**src/rtl/prn_pkg.sv**
```systemverilog
// Shared types and LFSR helpers for the x^6+x^5+1 pattern checker.
package prn_pkg;

    typedef enum logic [1:0] {SEED_A, SEED_B, VERIFY, LOCKED} prn_state_e;

    localparam int TAP0 = 5;  // prn[0]
    localparam int TAP1 = 3;  // prn[1]
    localparam int TAP2 = 1;  // prn[2]
    localparam int FB_A = 5;
    localparam int FB_B = 4;

    function automatic logic [5:0] prn_step(input logic [5:0] s);
        return {s[4:0], s[FB_A] ^ s[FB_B]};
    endfunction

    function automatic logic [2:0] prn_taps(input logic [5:0] s);
        return {s[TAP2], s[TAP1], s[TAP0]};
    endfunction

    // Two consecutive samples fully determine the state at the first one.
    function automatic logic [5:0] prn_seed(input logic [2:0] a, input logic [2:0] b);
        return {a[0], b[0], a[1], b[1], a[2], b[2]};
    endfunction

endpackage

```
**src/rtl/prn_predictor.sv**
```systemverilog
// Holds the predicted generator state P and the pattern expected at the next strobe.
module prn_predictor
    import prn_pkg::*;
(
    input  logic       clk,
    input  logic       rst,
    input  logic       load_i,
    input  logic       adv_i,
    input  logic [5:0] seed_i,
    output logic [2:0] exp_o
);

    logic [5:0] p_q, p_d;
    logic [2:0] exp_q, exp_d;

    always_comb begin
        p_d   = p_q;
        exp_d = exp_q;
        if (load_i) begin
            p_d = prn_step(seed_i);
        end else if (adv_i) begin
            p_d = prn_step(p_q);
        end
        // P is the state at the last strobe, so the next strobe sees step(P).
        if (load_i || adv_i) begin
            exp_d = prn_taps(prn_step(p_d));
        end
    end

    always_ff @(posedge clk or negedge rst) begin
        if (!rst) begin
            p_q   <= '0;
            exp_q <= '0;
        end else begin
            p_q   <= p_d;
            exp_q <= exp_d;
        end
    end

    assign exp_o = exp_q;

endmodule

```
**config.mk**
```make
export PLATFORM = sky130hd
export DESIGN_NAME = prn_predictor
export DESIGN_NICKNAME = d
export VERILOG_FILES = /design/src/rtl/prn_pkg.sv /design/src/rtl/prn_predictor.sv
export SDC_FILE = /design/constraint.sdc
export NUM_CORES = 1
export LEC_CHECK = 0
export ABC_AREA = 1
export BUFFER_PORTS_ARGS = -buffer_cell sky130_fd_sc_hd__buf_4
export CAP_MARGIN = 20
export CORE_MARGIN = 3
export CORE_UTILIZATION = 40
export DETAILED_ROUTE_END_ITERATION = 7
export GPL_TIMING_DRIVEN = 1
export SYNTH_ARGS = -nofsm -noshare
export SYNTH_HDL_FRONTEND = slang
export SYNTH_SLANG_ARGS = --single-unit
```
**constraint.sdc**
```tcl
create_clock -name clk -period 1.2 [get_ports clk]
set_clock_uncertainty 0.1 [all_clocks]
set_input_delay 0.24 -clock clk [delete_from_list [all_inputs] [get_ports clk]]
set_output_delay 0.24 -clock clk [all_outputs]
set_load 0.02 [all_outputs]
```
==> results_dict.tcl <==
set metrics [dict create \
    status "complete, no violations" \
    cp-end-kind "output port" \
    area.growth.synth_to_final_pct 23.1 \
    cts_resized 0 \
    post-place-cells 84 \
    num_vias 413 \
    cts.path.max_buffers 2 \
    gp_congestion 0.714 \
    slowest_stage "dfrtp_1" \
    worstMarginPinSlew_ns 0.178 \
    core-area_um2 1170 \
    finalNetCount 86 \
    initial_utilization_pct 44.9 \
    comb_power_share_pct 22.1 \
    postSynthCellCount 60 \
    via_per_inst 4.64 \
    switching_share_pct 29.6 \
    reg2reg_from "p_q[4]" \
    ys_types 13 \
    fp.dieH_um 42.2 \
    die_area_um2 1780 \
    critPathLaunchType "register" \
    cts_setup_buffers 0 \
    fin_crit_sh_pct 94.5 \
    grt_overflow 0 \
    critical_path_depth 1 \
    syn-num-nets 70 \
    cpPeakStageDelay_ns 0.38 \
    cp.arrival_ns 0.79 \
    crit_chain "buf_4" \
    p_sw_w 0.000226 \
    drv_cap 0 \
    slew_headroom_pct 88.2 \
    r2r_slack_ns 0.28 \
    htreeDepth 1 \
    num_io_pins 13 \
    hpwl_um 739 \
    final_max_slew_viol_count 0 \
    ys_seq_area_share_pct 42.9 \
    crit_required_ns 0.86 \
    grt_max_degree 11 \
    hold_violations 0 \
    path_buf_inv 1 \
    hp-class "in -> reg" \
    endpoint "exp_o[0]" \
    syn_area_um2 526 \
    startpoint "exp_o[0]" \
    die_w_um 42.2 \
    gr-usage-all-layers_pct 13.3 \
    drtAntennaViolNets 0 \
    grt_pass1_vias 429 \
    p_clk_share_pct 31.1 \
    crit_family "flip-flops" \
    wl_per_cell_um 11.0 \
    yosysTopAreaCellShare_pct 42.9 \
    cts_tree "done" \
    wirelength_um 979 \
    synthTopCellsByArea "dfrtp_1 43%, nand2_1 17%, nand3_2 7.6%" \
    drt_first_pass_iters 4 \
    yosys_warnings 0 \
    r2r_end "p_q[0]" \
    place_ws_ns 0.283 \
    r2r_cells 5 \
    period_minus_slack_ns 1.13 \
    path_max_fanout 2 \
    p_leak_nw 0.346 \
    syn-mean-instance-area_um2 8.76 \
    ir_worst_vdd_v 0.000494 \
    clock_latency_ns 0.26 \
    worst_slack_ns 0.0659 \
    worstSetupPathType "reg -> out" \
    stdcell_count 89 \
    drtIter0Drc 4 \
    clkSinkCount 9 \
    finalSetupViolCount 0 \
    seq_power_share_pct 46.8 \
    grt_first_pass_wirelength_mm 1.82 \
    antenna_found_initial 0 \
    pwr_density_cell_nw_per_um2 1180 \
    clockRootBuffer "clkbuf_4" \
    remaining_drc_errors 0 \
    portBuffers 12 \
    ys_ff_latch 9 \
    fin_setup_tns_ns 0 \
    cts_buffers 3 \
    p_int_w 0.000539 \
    holdBufCountCts 1 \
    clk_pin_slew_ns 0.06 \
    synth_largest_area_cell "dfrtp_1" \
    row_count 12 \
    diodes 0 \
    drive_above_1_share_pct 36.0 \
    max_freq_ghz 0.882 \
    rsz0062_at_grt "no" \
]
==> cell usage after synthesis, drive strengths merged <==
| cell | count |
|---|---|
| nand2 | 25 |
| dfrtp | 9 |
| inv | 8 |
| nand3 | 7 |
| o211ai | 5 |
| nor2 | 4 |
| buf | 2 |
==> layer usage <==
layer | track usage (%) | share of wire [%] | vias to the layer above
li1 | - | - | 224
met1 | 17.8 | 50 | 179
met2 | 19.5 | 44 | 8
met3 | 3.00 | 5.2 | 2
met4 | 7.45 | 0.41 | 0
met5 | 0 | 0 | -
==> worst min path at each step <==
stage,start,to,slack (ns),depth (start not counted)
floorplan,rst,exp_o[0],-0.16,0
global placement,rst,p_q[3],-0.03,1
detailed placement,rst,p_q[3],-0.02,1
CTS,seed_i[0],p_q[1],0.09,3
global route,seed_i[0],p_q[1],0.1,3
finish,seed_i[2],p_q[3],0.10,3
==> cell usage in the layout, fill, tap and decap left out <==
cell type | netlist | routed
o211ai_1 | 2 | 2
nor2_8 | 1 | 1
dfrtp_1 | 9 | 9
dlygate4sd3_1 | 0 | 1
nand3_1 | 3 | 3
clkbuf_1 | 0 | 1
o211ai_2 | 3 | 3
nand3_2 | 4 | 4
nand2_1 | 24 | 24
clkbuf_4 | 0 | 3
inv_4 | 2 | 2
nor2_4 | 1 | 1
nor2_1 | 2 | 2
inv_1 | 6 | 6
nand2_2 | 1 | 1
buf_4 | 0 | 12
==> kinds of logic (layout without fill, tap and decap cells) <==
group / Yosys count / count (layout) / share of synthesized area, %
AOI/OAI and AO/OA: 5 / 5 / 10.0
DFF: 9 / 9 / 42.9
buffers and inverters: 10 / 25 / 11.0
and+or+nand+nor: 36 / 36 / 36.2
==> power by group through the flow <==
stage	Clock (W)	Sequential, W	Combinational (W)
finish	0.000238	0.000358	0.000169
floorplan	0	0.000373	0.000100
global route	0.000264	0.000364	0.000190
global placement	0	0.000364	0.000168
CTS	0.000248	0.000358	0.000173
detailed placement	0	0.000364	0.000169
==> tightest hold or removal path, delay by kind of cell <==
family / cells / cell delay [ns]
AND/OR/NAND/NOR: 2 / 0.11
buffers and inverters: 1 / 0.07
==> sequential cells by signal, indices dropped and copies added (netlist names) <==
register and flops:
exp_o 3, p_q 6
==> stage by stage <==
| step | power [W] | util, % | hold WS, ns | cell area (um^2) |
|---|---|---|---|---|
| after global routing | 0.000818 | 55.2 | 0.0951 | 647 |
| after CTS | 0.000779 | 55.2 | 0.0949 | 647 |
| after detailed placement | 0.000533 | 52.1 | -0.0246 | 611 |
| after global placement | 0.000532 | 52.1 | -0.0275 | 611 |
| final | 0.000765 | 55.2 | 0.101 | 647 |
| after floorplan | 0.000473 | - | -0.156 | 526 |
==> cell type report <==
type / instances / area (um^2)
timing repair buffer: 13 / 100
tap: 14 / 17.5
inverter: 8 / 35.0
fill: 103 / 524
sequential: 9 / 225
clock buffer: 4 / 26.3
multi-input combinational: 41 / 243
Power figures use the tool's default switching activity.
